### src/rtl/sector_write_fsm_pkg.sv
// Shared definitions for the sector write path and the read decoder:
// state encodings, CRC-16 polynomial and the serial CRC step.
package sector_write_fsm_pkg;

    typedef enum logic [2:0] {
        WS_IDLE = 3'd0,
        WS_PRE  = 3'd1,
        WS_SYNC = 3'd2,
        WS_DATA = 3'd3,
        WS_CRC  = 3'd4,
        WS_POST = 3'd5
    } ws_state_e;

    localparam logic [15:0] CRC16_POLY = 16'h8005;
    localparam int          WORD_BITS  = 16;

    // One serial CRC-16 step; data bits are fed in transmission order (LSB first).
    function automatic logic [15:0] crc16_step(input logic [15:0] crc, input logic din);
        logic [15:0] shifted;
        shifted = {crc[14:0], 1'b0};
        if (crc[15] ^ din) begin
            crc16_step = shifted ^ CRC16_POLY;
        end else begin
            crc16_step = shifted;
        end
    endfunction

endpackage

### src/rtl/sector_write_fsm_crc16_serial.sv
// Bit-serial CRC-16 accumulator for the sector data field.
// Only built when SECTOR_CRC_GEN_EN is defined.
`ifdef SECTOR_CRC_GEN_EN
module crc16_serial
    import sector_write_fsm_pkg::*;
(
    input  logic        clk,
    input  logic        rst,
    input  logic        clear,
    input  logic        enable,
    input  logic        bit_in,
    output logic [15:0] crc_out
);

    logic [15:0] crc_q;
    logic [15:0] crc_d;

    // Next CRC value: clear wins over a data step.
    always_comb begin
        crc_d = crc_q;
        if (clear) begin
            crc_d = 16'h0000;
        end else if (enable) begin
            crc_d = crc16_step(crc_q, bit_in);
        end else begin
            crc_d = crc_q;
        end
    end

    // CRC register.
    always_ff @(posedge clk or negedge rst) begin
        if (!rst) begin
            crc_q <= 16'h0000;
        end else begin
            crc_q <= crc_d;
        end
    end

    assign crc_out = crc_q;

endmodule
`endif

### src/rtl/sector_write_fsm.sv
// Serialises one floppy sector (preamble, sync, data, check word, postamble).
// Define SECTOR_CRC_GEN_EN to generate the check word as CRC-16; otherwise
// an extra FIFO word is sent verbatim in its place.
module sector_write_fsm
    import sector_write_fsm_pkg::*;
#(
    parameter int PREAMBLE_BITS  = 48,
    parameter int POSTAMBLE_BITS = 16,
    parameter int DATA_WORDS     = 128
) (
    input  logic        clk,
    input  logic        rst,
    input  logic        bitTick,
    input  logic        beginWrite,
    input  logic        sectorPulse,
    input  logic [15:0] wordIn,
    input  logic        fifo_empty,
    output logic        fifo_rd,
    output logic        writeBit,
    output logic        writeBitStrobe,
    output logic        writeGate,
    output logic        underrun,
    output logic [2:0]  write_state
);

    localparam int MAX_PHASE = (PREAMBLE_BITS > POSTAMBLE_BITS) ?
                               ((PREAMBLE_BITS > WORD_BITS) ? PREAMBLE_BITS : WORD_BITS) :
                               ((POSTAMBLE_BITS > WORD_BITS) ? POSTAMBLE_BITS : WORD_BITS);
    localparam int CNT_W  = $clog2(MAX_PHASE) + 1;
    localparam int WORD_W = $clog2(DATA_WORDS) + 1;

    ws_state_e          state_q, state_d;
    logic [CNT_W-1:0]   bit_cnt_q, bit_cnt_d;
    logic [WORD_W-1:0]  word_cnt_q, word_cnt_d;
    logic [15:0]        shreg_q, shreg_d;
    logic               wbit_q, wbit_d;
    logic               strobe_q, strobe_d;
    logic               gate_q, gate_d;
    logic               rd_q, rd_d;
    logic               underrun_q, underrun_d;
    logic               load_s;
    logic [15:0]        ld_word_s;
    logic               crc_clear_s;
    logic               crc_en_s;

`ifdef SECTOR_CRC_GEN_EN
    logic [15:0]        crc_s;

    crc16_serial u_crc (
        .clk     (clk),
        .rst     (rst),
        .clear   (crc_clear_s),
        .enable  (crc_en_s),
        .bit_in  (shreg_q[0]),
        .crc_out (crc_s)
    );
`endif

    // A starved FIFO yields a zero word so bit timing never slips.
    assign ld_word_s = fifo_empty ? 16'h0000 : wordIn;

    // Next-state, bit selection and FIFO load control.
    always_comb begin
        state_d     = state_q;
        bit_cnt_d   = bit_cnt_q;
        word_cnt_d  = word_cnt_q;
        shreg_d     = shreg_q;
        wbit_d      = wbit_q;
        strobe_d    = 1'b0;
        gate_d      = gate_q;
        underrun_d  = underrun_q;
        load_s      = 1'b0;
        crc_clear_s = 1'b0;
        crc_en_s    = 1'b0;

        if (sectorPulse) begin
            state_d = WS_IDLE;
            gate_d  = 1'b0;
            wbit_d  = 1'b0;
        end else begin
            case (state_q)
                WS_IDLE: begin
                    wbit_d = 1'b0;
                    gate_d = 1'b0;
                    if (beginWrite) begin
                        state_d     = WS_PRE;
                        gate_d      = 1'b1;
                        bit_cnt_d   = {CNT_W{1'b0}};
                        word_cnt_d  = {WORD_W{1'b0}};
                        shreg_d     = 16'h0000;
                        underrun_d  = 1'b0;
                        crc_clear_s = 1'b1;
                    end else begin
                        state_d = WS_IDLE;
                    end
                end
                WS_PRE: begin
                    if (bitTick) begin
                        wbit_d   = 1'b0;
                        strobe_d = 1'b1;
                        if (bit_cnt_q == CNT_W'(PREAMBLE_BITS - 1)) begin
                            bit_cnt_d = {CNT_W{1'b0}};
                            state_d   = WS_SYNC;
                        end else begin
                            bit_cnt_d = bit_cnt_q + CNT_W'(1);
                        end
                    end else begin
                        strobe_d = 1'b0;
                    end
                end
                WS_SYNC: begin
                    if (bitTick) begin
                        wbit_d   = 1'b1;
                        strobe_d = 1'b1;
                        load_s   = 1'b1;
                        state_d  = WS_DATA;
                    end else begin
                        strobe_d = 1'b0;
                    end
                end
                WS_DATA: begin
                    if (bitTick) begin
                        wbit_d   = shreg_q[0];
                        strobe_d = 1'b1;
                        crc_en_s = 1'b1;
                        shreg_d  = {1'b0, shreg_q[15:1]};
                        if (bit_cnt_q == CNT_W'(WORD_BITS - 1)) begin
                            bit_cnt_d = {CNT_W{1'b0}};
                            if (word_cnt_q == WORD_W'(DATA_WORDS - 1)) begin
                                state_d    = WS_CRC;
                                word_cnt_d = {WORD_W{1'b0}};
`ifdef SECTOR_CRC_GEN_EN
                                load_s     = 1'b0;
`else
                                load_s     = 1'b1;
`endif
                            end else begin
                                word_cnt_d = word_cnt_q + WORD_W'(1);
                                load_s     = 1'b1;
                            end
                        end else begin
                            bit_cnt_d = bit_cnt_q + CNT_W'(1);
                        end
                    end else begin
                        strobe_d = 1'b0;
                    end
                end
                WS_CRC: begin
                    if (bitTick) begin
                        strobe_d = 1'b1;
`ifdef SECTOR_CRC_GEN_EN
                        wbit_d   = crc_s[bit_cnt_q[3:0]];
`else
                        wbit_d   = shreg_q[0];
                        shreg_d  = {1'b0, shreg_q[15:1]};
`endif
                        if (bit_cnt_q == CNT_W'(WORD_BITS - 1)) begin
                            bit_cnt_d = {CNT_W{1'b0}};
                            state_d   = WS_POST;
                        end else begin
                            bit_cnt_d = bit_cnt_q + CNT_W'(1);
                        end
                    end else begin
                        strobe_d = 1'b0;
                    end
                end
                WS_POST: begin
                    if (bitTick) begin
                        wbit_d   = 1'b0;
                        strobe_d = 1'b1;
                        if (bit_cnt_q == CNT_W'(POSTAMBLE_BITS - 1)) begin
                            bit_cnt_d = {CNT_W{1'b0}};
                            state_d   = WS_IDLE;
                        end else begin
                            bit_cnt_d = bit_cnt_q + CNT_W'(1);
                        end
                    end else begin
                        strobe_d = 1'b0;
                    end
                end
                default: begin
                    state_d = WS_IDLE;
                    gate_d  = 1'b0;
                    wbit_d  = 1'b0;
                end
            endcase
        end

        shreg_d    = load_s ? ld_word_s : shreg_d;
        rd_d       = load_s & ~fifo_empty;
        underrun_d = underrun_d | (load_s & fifo_empty);
    end

    // State, datapath and registered outputs.
    always_ff @(posedge clk or negedge rst) begin
        if (!rst) begin
            state_q    <= WS_IDLE;
            bit_cnt_q  <= {CNT_W{1'b0}};
            word_cnt_q <= {WORD_W{1'b0}};
            shreg_q    <= 16'h0000;
            wbit_q     <= 1'b0;
            strobe_q   <= 1'b0;
            gate_q     <= 1'b0;
            rd_q       <= 1'b0;
            underrun_q <= 1'b0;
        end else begin
            state_q    <= state_d;
            bit_cnt_q  <= bit_cnt_d;
            word_cnt_q <= word_cnt_d;
            shreg_q    <= shreg_d;
            wbit_q     <= wbit_d;
            strobe_q   <= strobe_d;
            gate_q     <= gate_d;
            rd_q       <= rd_d;
            underrun_q <= underrun_d;
        end
    end

    assign fifo_rd        = rd_q;
    assign writeBit       = wbit_q;
    assign writeBitStrobe = strobe_q;
    assign writeGate      = gate_q;
    assign underrun       = underrun_q;
    assign write_state    = state_q;

endmodule

### config.mk
export PLATFORM = sky130hd
export DESIGN_NAME = sector_write_fsm
export DESIGN_NICKNAME = d
export VERILOG_FILES = /design/src/rtl/sector_write_fsm_pkg.sv /design/src/rtl/sector_write_fsm_crc16_serial.sv /design/src/rtl/sector_write_fsm.sv
export SDC_FILE = /design/constraint.sdc
export NUM_CORES = 1
export LEC_CHECK = 0
export CORE_MARGIN = 5
export CORE_UTILIZATION = 35
export DETAILED_ROUTE_END_ITERATION = 10
export SLEW_MARGIN = 20
export SYNTH_ARGS = -nofsm -noshare
export SYNTH_HDL_FRONTEND = slang
export SYNTH_SLANG_ARGS = --single-unit
### constraint.sdc
create_clock -name clk -period 2.9 [get_ports clk]
set_clock_uncertainty 0.2 [all_clocks]
set_input_delay 0.58 -clock clk [delete_from_list [all_inputs] [get_ports clk]]
set_output_delay 0.58 -clock clk [all_outputs]
set_load 0.02 [all_outputs]
; Word-level counts from Yosys, hierarchy flattened
; Index checks and enable logic that the tools add are counted.
[word_totals]
ff_bits = 39
latchBits = 0
ram_bits = 0
romBits = 0
mem_count = 0
[classes]
n_addsub = 2
multipliers = 0
div_mod_pow = 0
order_cmp = 0
n_eq_ne = 29
n_shift = 0
n_mux = 48
n_bitwise = 5
reduce_logical = 13
[ops]
columns = cell, n
row1 = $mux 16, 5
row2 = $mux 7, 5
row3 = $mux 3, 11
row4 = $ne 3x3->1 const B, 11
row5 = $mux 8, 4
row6 = $pmux 16 s2, 1
row7 = $pmux 7 s3, 1
row8 = $pmux 3 s6, 1
row9 = $mux 1, 16
row10 = $pmux 8 s2, 1
row11 = $reduce_and 10->1, 1
row12 = $reduce_and 5->1, 2
row13 = $ne 3x1->1 const B, 3
row14 = $add 8x1->8 const B, 1
row15 = $eq 8x7->1 const B, 1
row16 = $ne 2x2->1 const B, 4
row17 = $add 7x1->7 const B, 1
row18 = $eq 7x4->1 const B, 1
row19 = $eq 7x6->1 const B, 1
row20 = $eq 3x2->1 const B, 2
row21 = $eq 3x3->1 const B, 2
row22 = $ne 2x1->1 const B, 3
row23 = $reduce_bool 3->1, 2
row24 = $reduce_or 5->1, 1
row25 = other kinds (12), 16

; Longest topological paths before layout
; Gate-level depths: netlist (run 1).
[logic_depth]
word_depth = 7
mapped_depth = 8
depth_no_buf = 6

; Worst setup path before layout (run 1)
; OpenSTA, ideal clock, no wires.
[synth_timing]
kind = reg-to-reg
start = register state_q[0], in the netlist write_state[0]
end = register word_cnt_q[4]
setup_ns = 0.077
arrival_ns = 1.906
required_time_ns = 2.623
path_slack_ns = 0.716
path_stages_with_launch = 7
synth_period_minus_slack_ns = 2.184
path_cell_list = dfrtp_1 > buf_6 > or4b_4 > nor2_4 > a21oi_2 > or4b_1 > a21oi_1
[synth_between]
elab_chain_cells = 3
elab_cells_between_ends = 8
classes_between = 4 x eq/ne / 1 x mux / 3 x reduce/logical
[synth_rtl]
columns = element, line_no
row1 = from (decl), sector_write_fsm.sv:32  ; ws_state_e state_q, state_d;
row2 = from (signal assigned), sector_write_fsm.sv:207  ; state_q <= state_d;
row3 = $eq 3x2->1 / $logic_not 3->1 (equally long branches), sector_write_fsm.sv:81  ; case (state_q)
row4 = $ne 2x2->1 (no source line) / $reduce_bool 2->1 (equally long branches), -
row5 = $reduce_and 5->1 (no source line), -
row6 = to (signal assigned), sector_write_fsm.sv:199  ; word_cnt_q <= {WORD_W{1'b0}};
row7 = to (signal assigned), sector_write_fsm.sv:209  ; word_cnt_q <= word_cnt_d;
row8 = to (decl), sector_write_fsm.sv:34  ; logic [WORD_W-1:0] word_cnt_q, word_cnt_d;
; Parallel ways exist; a longest one is shown, timed or not.
; A chain may end at the register's enable or synchronous reset.

; Worst setup path in the final report (run 1)
[layout_timing]
start = input beginWrite
end = register word_cnt_q[4]
[layout_between]
elab_chain_cells = 2
[layout_rtl]
columns = element, line_no
row1 = from (decl), sector_write_fsm.sv:14  ; input logic beginWrite,
row2 = $ne 2x2->1 (no source line), -
row3 = $reduce_and 5->1 (no source line), -
; No other way between the ends.

==> results of run 1 <==
==> report_power, final <==
part / internal [mW] / switching [mW]
logic: 0.287 / 0.340
registers: 0.700 / 0.148
clock network: 0.344 / 0.198
==> area by class of cell <==
type	instances	area, sq um	share of cell area, %
multi-input combinational	173	1040	39.9
sequential	39	976	37.2
timing repair buffer	36	350	13.4
tap	75	93.8	3.58
clock buffer	6	72.6	2.77
clock inverter	2	60.1	2.29
inverter	6	22.5	0.860
==> state kept, by name, summed over array words and instances, names as in the netlist <==
signal / count
word_cnt_q: 8
bit_cnt_q: 7
shreg_q: 16
writeBitStrobe: 1
writeGate: 1
write_state: 3
underrun: 1
fifo_rd: 1
writeBit: 1
==> per-layer routing <==
metal  track usage, %  vias to the layer above
met1             19.1                      869
met4             4.60                        0
li1                 -                      914
met2             19.2                       44
met3             2.82                        4
met5                0                        -
==> per-stage QoR <==
stage | std cells | setup WS, ns | util (%) | total power, mW
after floorplan | 233 | 0.716 | - | 1.27
after global placement | 329 | 0.146 | 42.2 | 1.48
after detailed placement | 329 | 0.159 | 42.2 | 1.49
after CTS | 337 | 0.304 | 44.5 | 2.04
after global routing | 337 | 0.331 | 44.5 | 2.16
final | 337 | 0.426 | 44.5 | 2.02
==> worst paths after layout <==
check | from | end | slack (ns) | cells past startpoint
min in group clk | word_cnt_q[7] | word_cnt_q[7] | 0.31 | 1
setup reg to reg | write_state[2] | word_cnt_q[4] | 0.51 | 5
setup / recovery | beginWrite | word_cnt_q[4] | 0.43 | 6
hold / removal | rst | write_state[1] | 0.20 | 1
hold reg to reg | word_cnt_q[7] | word_cnt_q[7] | 0.31 | 1
max in group asynchronous | rst | writeBit | 1.72 | 1
==> kinds of logic after synthesis <==
group,after synthesis,share of synthesized area (%)
AND/OR/NAND/NOR,86,21.7
AO/OA/AOI/OAI,83,25.4
flip-flops,39,46.3
buffers and inverters,21,4.45
multiplexers,2,1.01
adder cells (fa/ha/maj),2,1.19
==> layout by cell type (no fill, tap or decap), drive strengths merged, types with 3 or more instances in the layout <==
master / instances
clkdlybuf4s50: 28
nand3: 6
clkbuf: 6
o31ai: 5
and3: 3
a21oi: 27
nand3b: 3
nand2: 11
buf: 8
nor3: 6
nand4: 3
o21ai: 17
nor2: 34
nor4: 3
a22oi: 17
nor2b: 3
inv: 6
dfrtp: 39
nand2b: 3
a31oi: 3
==> worst register-to-register path: cells and delay by family, from the launching register on <==
family           cells  cell delay [ns]
AO/OA/AOI/OAI        2             0.23
flip-flops           1             0.56
AND/OR/NAND/NOR      3             1.31
==> impl_results.html, run 1 <==
<table>
<tr><th>Metric</th><th>Value</th></tr>
<tr><th colspan="2">Run status</th></tr>
<tr><td>Status</td><td>finished clean</td></tr>
<tr><th colspan="2">Placement</th></tr>
<tr><td>IO buf count</td><td>29</td></tr>
<tr><td>Total half-perimeter wirelength after legalization and detailed placement</td><td>3130 um</td></tr>
<tr><td>Placer's final routability congestion estimate</td><td>0.796</td></tr>
<tr><td>Placed Instance Area</td><td>2480 sq um</td></tr>
<tr><th colspan="2">Finish</th></tr>
<tr><td>Design area</td><td>2620 sq um</td></tr>
<tr><td>Proportion of layout cells with a drive suffix above 1</td><td>9.92%</td></tr>
<tr><td>Count of fill cells added during filler insertion</td><td>564</td></tr>
<tr><td>Nets@finish</td><td>285</td></tr>
<tr><td>P&amp;R area growth vs syn</td><td>24.3%</td></tr>
<tr><td>Inserted Diodes</td><td>0</td></tr>
<tr><th colspan="2">Power and ir drop</th></tr>
<tr><td>PD cells</td><td>770 nW/um^2</td></tr>
<tr><td>Leakage</td><td>1.05 nW</td></tr>
<tr><td>VDD IR-drop max</td><td>266 uV</td></tr>
<tr><th colspan="2">Floorplanning</th></tr>
<tr><td>Die area</td><td>7670 sq um</td></tr>
<tr><td>Effective utilization at floorplan</td><td>35.8%</td></tr>
<tr><td>Number of placement rows</td><td>28</td></tr>
<tr><td>Die height</td><td>87.6 um</td></tr>
<tr><td>Die outline width</td><td>87.6 um</td></tr>
<tr><td>Placeable core region</td><td>5890 sq um</td></tr>
<tr><td>Count of pins on the block boundary</td><td>30</td></tr>
<tr><th colspan="2">Clocking</th></tr>
<tr><td>Clock latency on the worst-skew pair</td><td>0.29 ns</td></tr>
<tr><td>Post-CTS resize count</td><td>0</td></tr>
<tr><td>CTS tree</td><td>done</td></tr>
<tr><td>Cell at the root of the clock tree</td><td>sky130_fd_sc_hd__clkbuf_8</td></tr>
<tr><td>Buffer count from post-CTS setup fixing</td><td>0</td></tr>
<tr><td>Clk sink count</td><td>39</td></tr>
<tr><td>Clock buffer depth</td><td>2</td></tr>
<tr><td>Clock transition at the registers of the reported paths</td><td>0.08 ns</td></tr>
<tr><td>H-Tree Depth</td><td>2</td></tr>
<tr><td>Number of CTS-inserted buffers</td><td>5</td></tr>
<tr><td>Hold Buf Count CTS</td><td>0</td></tr>
<tr><th colspan="2">Route</th></tr>
<tr><td>Drt wl/cell</td><td>13.9 um</td></tr>
<tr><td>Detailed route wirelength on metal3</td><td>195 um</td></tr>
<tr><td>Via density per instance</td><td>5.43</td></tr>
<tr><td>Routed length on met1</td><td>2300 um</td></tr>
<tr><td>Initial drt markers</td><td>97</td></tr>
<tr><td>Number of remaining DRC errors</td><td>0</td></tr>
<tr><td>Top Layer Used</td><td>met4</td></tr>
<tr><td>Count of nets left with antenna violations after detail routing</td><td>0</td></tr>
<tr><td>Overall routed net length</td><td>4690 um</td></tr>
<tr><td>Met2 wire len</td><td>2150 um</td></tr>
<tr><td>Count of TritonRoute iterations in the first routing pass</td><td>4</td></tr>
<tr><td>Total vias in the final route</td><td>1831</td></tr>
<tr><th colspan="2">Global route</th></tr>
<tr><td>Antenna violations before repair</td><td>0</td></tr>
<tr><td>Gr usage total</td><td>13.1%</td></tr>
<tr><td>Largest net degree at the start of global routing</td><td>40</td></tr>
<tr><td>Global-route wire length before repair</td><td>7950 um</td></tr>
<tr><td>Total congestion overflow after global routing</td><td>0</td></tr>
<tr><td>Via count of the first global-routing pass</td><td>1610</td></tr>
<tr><th colspan="2">Synthesis</th></tr>
<tr><td>Count of yosys warnings during synthesis</td><td>0</td></tr>
<tr><td>Most common library cells after synthesis</td><td>sky130_fd_sc_hd__dfrtp_1, sky130_fd_sc_hd__nor2_1, sky130_fd_sc_hd__a21oi_1</td></tr>
<tr><td>Fraction of synthesis flops using an asynchronous set or reset pin</td><td>100%</td></tr>
<tr><td>Share of synthesized area occupied by flip-flops and latches</td><td>46.3%</td></tr>
<tr><td>Number of flops mapped to enable cells by yosys</td><td>0</td></tr>
<tr><td>Net Count, Synth</td><td>257</td></tr>
<tr><td>Top-area cell type share of the netlist area</td><td>46.3%</td></tr>
<tr><td>Count leader, synth</td><td>sky130_fd_sc_hd__dfrtp_1</td></tr>
<tr><td>Post-synthesis area per instance</td><td>9.04 sq um</td></tr>
<tr><td>Distinct cell type count after synthesis</td><td>49</td></tr>
<tr><td>Main synth FF type</td><td>sky130_fd_sc_hd__dfrtp_1</td></tr>
<tr><td>Number of cells produced by synthesis</td><td>233</td></tr>
<tr><td>Cell area after synthesis</td><td>2110 sq um</td></tr>
<tr><td>Yosys reg bits</td><td>39</td></tr>
<tr><td>Main area contributors after synthesis</td><td>sky130_fd_sc_hd__dfrtp_1, sky130_fd_sc_hd__a21oi_1, sky130_fd_sc_hd__a22oi_1, sky130_fd_sc_hd__nor2_1, sky130_fd_sc_hd__o21ai_0</td></tr>
<tr><td>Leading area contributor after synthesis</td><td>sky130_fd_sc_hd__dfrtp_1</td></tr>
<tr><th colspan="2">Critical path</th></tr>
<tr><td>Required time of the worst setup path</td><td>2.91 ns</td></tr>
<tr><td>Critical path endpoint category</td><td>register</td></tr>
<tr><td>Kind of launch point of the worst setup path</td><td>input pin</td></tr>
<tr><td>Library cell contributing the largest single delay on the critical path</td><td>sky130_fd_sc_hd__or4b_4</td></tr>
<tr><td>Maximum single-stage delay on the critical path</td><td>0.53 ns</td></tr>
<tr><td>Largest fanout of any net on the critical path</td><td>4</td></tr>
<tr><td>Kind of cell adding the most delay to the critical path</td><td>simple AND/OR/NAND/NOR gates</td></tr>
<tr><td>Critical path type</td><td>input pin to register</td></tr>
<tr><td>Critical-path cell list</td><td>clkdlybuf4s50_1 -&gt; or4b_4 -&gt; nor2_4 -&gt; a21oi_2 -&gt; or4b_1 -&gt; a21oi_1</td></tr>
<tr><td>Buf+Inv Stages, Crit Path</td><td>1</td></tr>
<tr><td>Arrival @ worst endpoint</td><td>2.49 ns</td></tr>
<tr><th colspan="2">STA</th></tr>
<tr><td>Worst-case headroom to the max-slew limit</td><td>40.1%</td></tr>
<tr><td>Hold Slack</td><td>0.201 ns</td></tr>
<tr><td>Pins Over Slew Limit</td><td>0</td></tr>
<tr><td>Final Hold Viols</td><td>0</td></tr>
<tr><td>Top achievable clock speed</td><td>404 MHz</td></tr>
<tr><td>Final-layout setup total negative slack</td><td>0 ns</td></tr>
<tr><td>Setup repair after global routing missed its margin</td><td>no</td></tr>
<tr><td>Final min period</td><td>2.47 ns</td></tr>
<tr><td>Post-route fraction of the period consumed by the critical path</td><td>85.3%</td></tr>
<tr><td>Actual transition at the worst max-transition pin</td><td>0.898 ns</td></tr>
<tr><td>Final setup viols</td><td>0</td></tr>
<tr><th colspan="2">Hold path</th></tr>
<tr><td>Tightest Hold Check Type</td><td>input pin to async pin</td></tr>
<tr><th colspan="2">Run</th></tr>
<tr><td>Max-capacitance violation count</td><td>0</td></tr>
</table>
Note: power is estimated with default switching activity, not from simulation.
==> run 2, diff against run 1 <==
CORE_ASPECT_RATIO = 1.2   (was not set)
CORE_MARGIN = not set   (was 5)
CORE_UTILIZATION = 49   (was 35)
PLACE_DENSITY = 0.73   (was not set)
==> run 2 against run 1 <==
Compared with the run above: routed wire length down 3.9%; worst hold slack worse by 0.023 ns; via count up 0.55%; sequential power down 3.4%; clock power down 23%; global-route usage up 9.6 points; die area down 40%; largest cell class unchanged; largest power group unchanged; highest routed layer unchanged.
==> impl_results.html, run 2 (same netlist as run 1, synthesis figures left out) <==
<table>
<tr><th>Metric</th><th>Value</th></tr>
<tr><th colspan="2">Run status</th></tr>
<tr><td>Status</td><td>finished clean</td></tr>
<tr><th colspan="2">Clocking</th></tr>
<tr><td>Post-CTS resize count</td><td>0 (unchanged)</td></tr>
<tr><td>CTS tree</td><td>done</td></tr>
<tr><td>H-Tree Depth</td><td>2 (unchanged)</td></tr>
<tr><td>Number of CTS-inserted buffers</td><td>5 (unchanged)</td></tr>
<tr><td>Clock transition at the registers of the reported paths</td><td>0.08 ns (about the same)</td></tr>
<tr><td>Buffer count from post-CTS setup fixing</td><td>0 (unchanged)</td></tr>
<tr><td>Hold Buf Count CTS</td><td>0 (unchanged)</td></tr>
<tr><td>Clock buffer depth</td><td>2 (unchanged)</td></tr>
<tr><td>Clock latency on the worst-skew pair</td><td>0.30 ns (about the same)</td></tr>
<tr><td>Clk sink count</td><td>39 (unchanged)</td></tr>
<tr><td>Cell at the root of the clock tree</td><td>sky130_fd_sc_hd__clkbuf_8</td></tr>
<tr><th colspan="2">Route</th></tr>
<tr><td>Total vias in the final route</td><td>1841 (+0.55%)</td></tr>
<tr><td>Number of remaining DRC errors</td><td>0 (unchanged)</td></tr>
<tr><td>Count of TritonRoute iterations in the first routing pass</td><td>4 (unchanged)</td></tr>
<tr><td>Routed length on met1</td><td>2070 um (-10%)</td></tr>
<tr><td>Overall routed net length</td><td>4500 um (-3.9%)</td></tr>
<tr><td>Count of nets left with antenna violations after detail routing</td><td>0 (unchanged)</td></tr>
<tr><td>Drt wl/cell</td><td>14.2 um (+1.8%)</td></tr>
<tr><td>Top Layer Used</td><td>met4</td></tr>
<tr><td>Detailed route wirelength on metal3</td><td>169 um (-13%)</td></tr>
<tr><td>Met2 wire len</td><td>2210 um (+2.5%)</td></tr>
<tr><td>Initial drt markers</td><td>100 (+3.1%)</td></tr>
<tr><td>Via density per instance</td><td>5.79 (+6.6%)</td></tr>
<tr><th colspan="2">Global route</th></tr>
<tr><td>Antenna violations before repair</td><td>0 (unchanged)</td></tr>
<tr><td>Largest net degree at the start of global routing</td><td>40 (unchanged)</td></tr>
<tr><td>Total congestion overflow after global routing</td><td>0 (unchanged)</td></tr>
<tr><td>Global-route wire length before repair</td><td>7630 um (-4.0%)</td></tr>
<tr><td>Via count of the first global-routing pass</td><td>1703 (+5.8%)</td></tr>
<tr><td>Gr usage total</td><td>22.7% (+9.6 points)</td></tr>
<tr><th colspan="2">Power and ir drop</th></tr>
<tr><td>PD cells</td><td>742 nW/um^2 (-3.6%)</td></tr>
<tr><td>VDD IR-drop max</td><td>466 uV (+75%)</td></tr>
<tr><td>Leakage</td><td>1.05 nW (-0.45%)</td></tr>
<tr><th colspan="2">STA</th></tr>
<tr><td>Post-route fraction of the period consumed by the critical path</td><td>90.0% (+4.7 points)</td></tr>
<tr><td>Final-layout setup total negative slack</td><td>0 ns (unchanged)</td></tr>
<tr><td>Worst-case headroom to the max-slew limit</td><td>29.9% (-10 points)</td></tr>
<tr><td>Final min period</td><td>2.61 ns (+0.136 ns)</td></tr>
<tr><td>Final setup viols</td><td>0 (unchanged)</td></tr>
<tr><td>Pins Over Slew Limit</td><td>0 (unchanged)</td></tr>
<tr><td>Setup repair after global routing missed its margin</td><td>no</td></tr>
<tr><td>Final Hold Viols</td><td>0 (unchanged)</td></tr>
<tr><td>Hold Slack</td><td>0.178 ns (-0.0230 ns)</td></tr>
<tr><td>Actual transition at the worst max-transition pin</td><td>1.05 ns (+0.147 ns)</td></tr>
<tr><td>Top achievable clock speed</td><td>383 MHz (-5.2%)</td></tr>
<tr><th colspan="2">Finish</th></tr>
<tr><td>Largest register FFs</td><td>16 (unchanged)</td></tr>
<tr><td>Nets@finish</td><td>287 (+0.70%)</td></tr>
<tr><td>P&amp;R area growth vs syn</td><td>22.3%</td></tr>
<tr><td>Commonest cells after routing, fill and taps aside</td><td>sky130_fd_sc_hd__dfrtp_1, sky130_fd_sc_hd__nor2_1, sky130_fd_sc_hd__clkdlybuf4s50_1</td></tr>
<tr><td>Largest registers in the final layout</td><td>shreg_q (16), word_cnt_q (8), bit_cnt_q (7)</td></tr>
<tr><td>Count of fill cells added during filler insertion</td><td>336 (-40%)</td></tr>
<tr><td>Proportion of layout cells with a drive suffix above 1</td><td>10.6% (+0.68 points)</td></tr>
<tr><td>Inserted Diodes</td><td>0 (unchanged)</td></tr>
<tr><td>Most frequent standard cell in the layout excluding fill and tap cells</td><td>sky130_fd_sc_hd__dfrtp_1</td></tr>
<tr><td>Largest register by flop count</td><td>shreg_q</td></tr>
<tr><th colspan="2">Placement</th></tr>
<tr><td>Total half-perimeter wirelength after legalization and detailed placement</td><td>3060 um (-2.1%)</td></tr>
<tr><td>Placer's final routability congestion estimate</td><td>0.808 (+1.5%)</td></tr>
<tr><td>IO buf count</td><td>29 (unchanged)</td></tr>
<tr><th colspan="2">Floorplanning</th></tr>
<tr><td>Count of pins on the block boundary</td><td>30 (unchanged)</td></tr>
<tr><td>Die area</td><td>4570 sq um (-40%)</td></tr>
<tr><td>Die height</td><td>73.8 um (-16%)</td></tr>
<tr><td>Number of placement rows</td><td>25 (-11%)</td></tr>
<tr><td>Placeable core region</td><td>4040 sq um (-31%)</td></tr>
<tr><td>Effective utilization at floorplan</td><td>52.2% (+16 points)</td></tr>
<tr><td>Die outline width</td><td>61.9 um (-29%)</td></tr>
<tr><th colspan="2">Critical path</th></tr>
<tr><td>Largest fanout of any net on the critical path</td><td>15 (+11)</td></tr>
<tr><td>Arrival @ worst endpoint</td><td>2.62 ns (+0.13 ns)</td></tr>
<tr><td>Critical path endpoint category</td><td>register</td></tr>
<tr><td>Critical path type</td><td>register to register</td></tr>
<tr><td>Kind of launch point of the worst setup path</td><td>register</td></tr>
<tr><td>FF-to-FF setup slack</td><td>0.29 ns (-0.22 ns)</td></tr>
<tr><td>Required time of the worst setup path</td><td>2.91 ns (about the same)</td></tr>
<tr><th colspan="2">Run</th></tr>
<tr><td>Max-capacitance violation count</td><td>0 (unchanged)</td></tr>
<tr><th colspan="2">Hold path</th></tr>
<tr><td>Tightest Hold Check Type</td><td>input pin to async pin</td></tr>
</table>
-- run 2: cell count changes in the layout (fill, tap and decap cells not counted), sizes merged --
| cell | before | now |
|---|---|---|
| buf | 8 | 10 |
| bufinv | 2 | 0 |
| clkbuf | 6 | 7 |
| clkinvlp | 0 | 1 |
-- run 2: routing by layer --
layer	up-vias	GRT usage, %
li1	920	-
met1	876	31.3
met2	39	34.8
met3	6	5.28
met4	0	7.90
met5	-	0
-- run 2: critical path: stages (launching register included) --
cell                      delay (ns)
sky130_fd_sc_hd__dfrtp_1        0.41
sky130_fd_sc_hd__ha_1           0.23
sky130_fd_sc_hd__and4b_1        0.22
sky130_fd_sc_hd__and2_1         0.24
sky130_fd_sc_hd__o21ai_1        0.85
sky130_fd_sc_hd__a22oi_1        0.15
sky130_fd_sc_hd__a21oi_1        0.23
-- run 2: final cells by class --
cell class / instances / area, sq um / share of cell area [%]
multi-input cells: 173 / 1040 / 40.4
repair buffers: 38 / 365 / 14.2
well taps: 54 / 67.6 / 2.62
clock buffers: 7 / 96.3 / 3.74
inverters: 6 / 22.5 / 0.874
clock inverters: 1 / 7.51 / 0.291
flip-flops and latches: 39 / 976 / 37.9
-- run 2: final timing paths --
path | startpoint | endpoint | cells past startpoint
worst max-delay path | bit_cnt_q[0] | shreg_q[7] | 6
worst min-delay path | rst | writeBit | 1
worst max register to register | bit_cnt_q[0] | shreg_q[7] | 6
worst min register to register | word_cnt_q[7] | word_cnt_q[7] | 1
max in group asynchronous | rst | word_cnt_q[2] | 1
min in group clk | word_cnt_q[7] | word_cnt_q[7] | 1
-- run 2: per-stage QoR --
step / setup slack, ns / instance area [sq um] / utilization (%) / total power, mW / instances
after detailed placement: 0.137 / 2470 / 61.3 / 1.51 / 310
final: 0.290 / 2580 / 63.8 / 1.91 / 318
after global routing: 0.0245 / 2580 / 63.8 / 2.06 / 318
after floorplan: 0.716 / 2110 / - / 1.27 / 233
after CTS: 0.277 / 2580 / 63.8 / 1.93 / 318
after global placement: 0.171 / 2470 / 61.3 / 1.49 / 310
-- run 2: report_power, final --
group | total [mW] | leakage, nW | internal, mW | switching, mW
Sequential | 0.819 | 0.510 | 0.701 | 0.118
Combinational | 0.677 | 0.488 | 0.299 | 0.378
Clock | 0.415 | 0.0505 | 0.216 | 0.198
==> run 3, diff against run 2 <==
GPL_ROUTABILITY_DRIVEN = 0   (was not set)
==> results of run 3 <==
No change in the layout: final DEF, timing and power equal those of run 2.
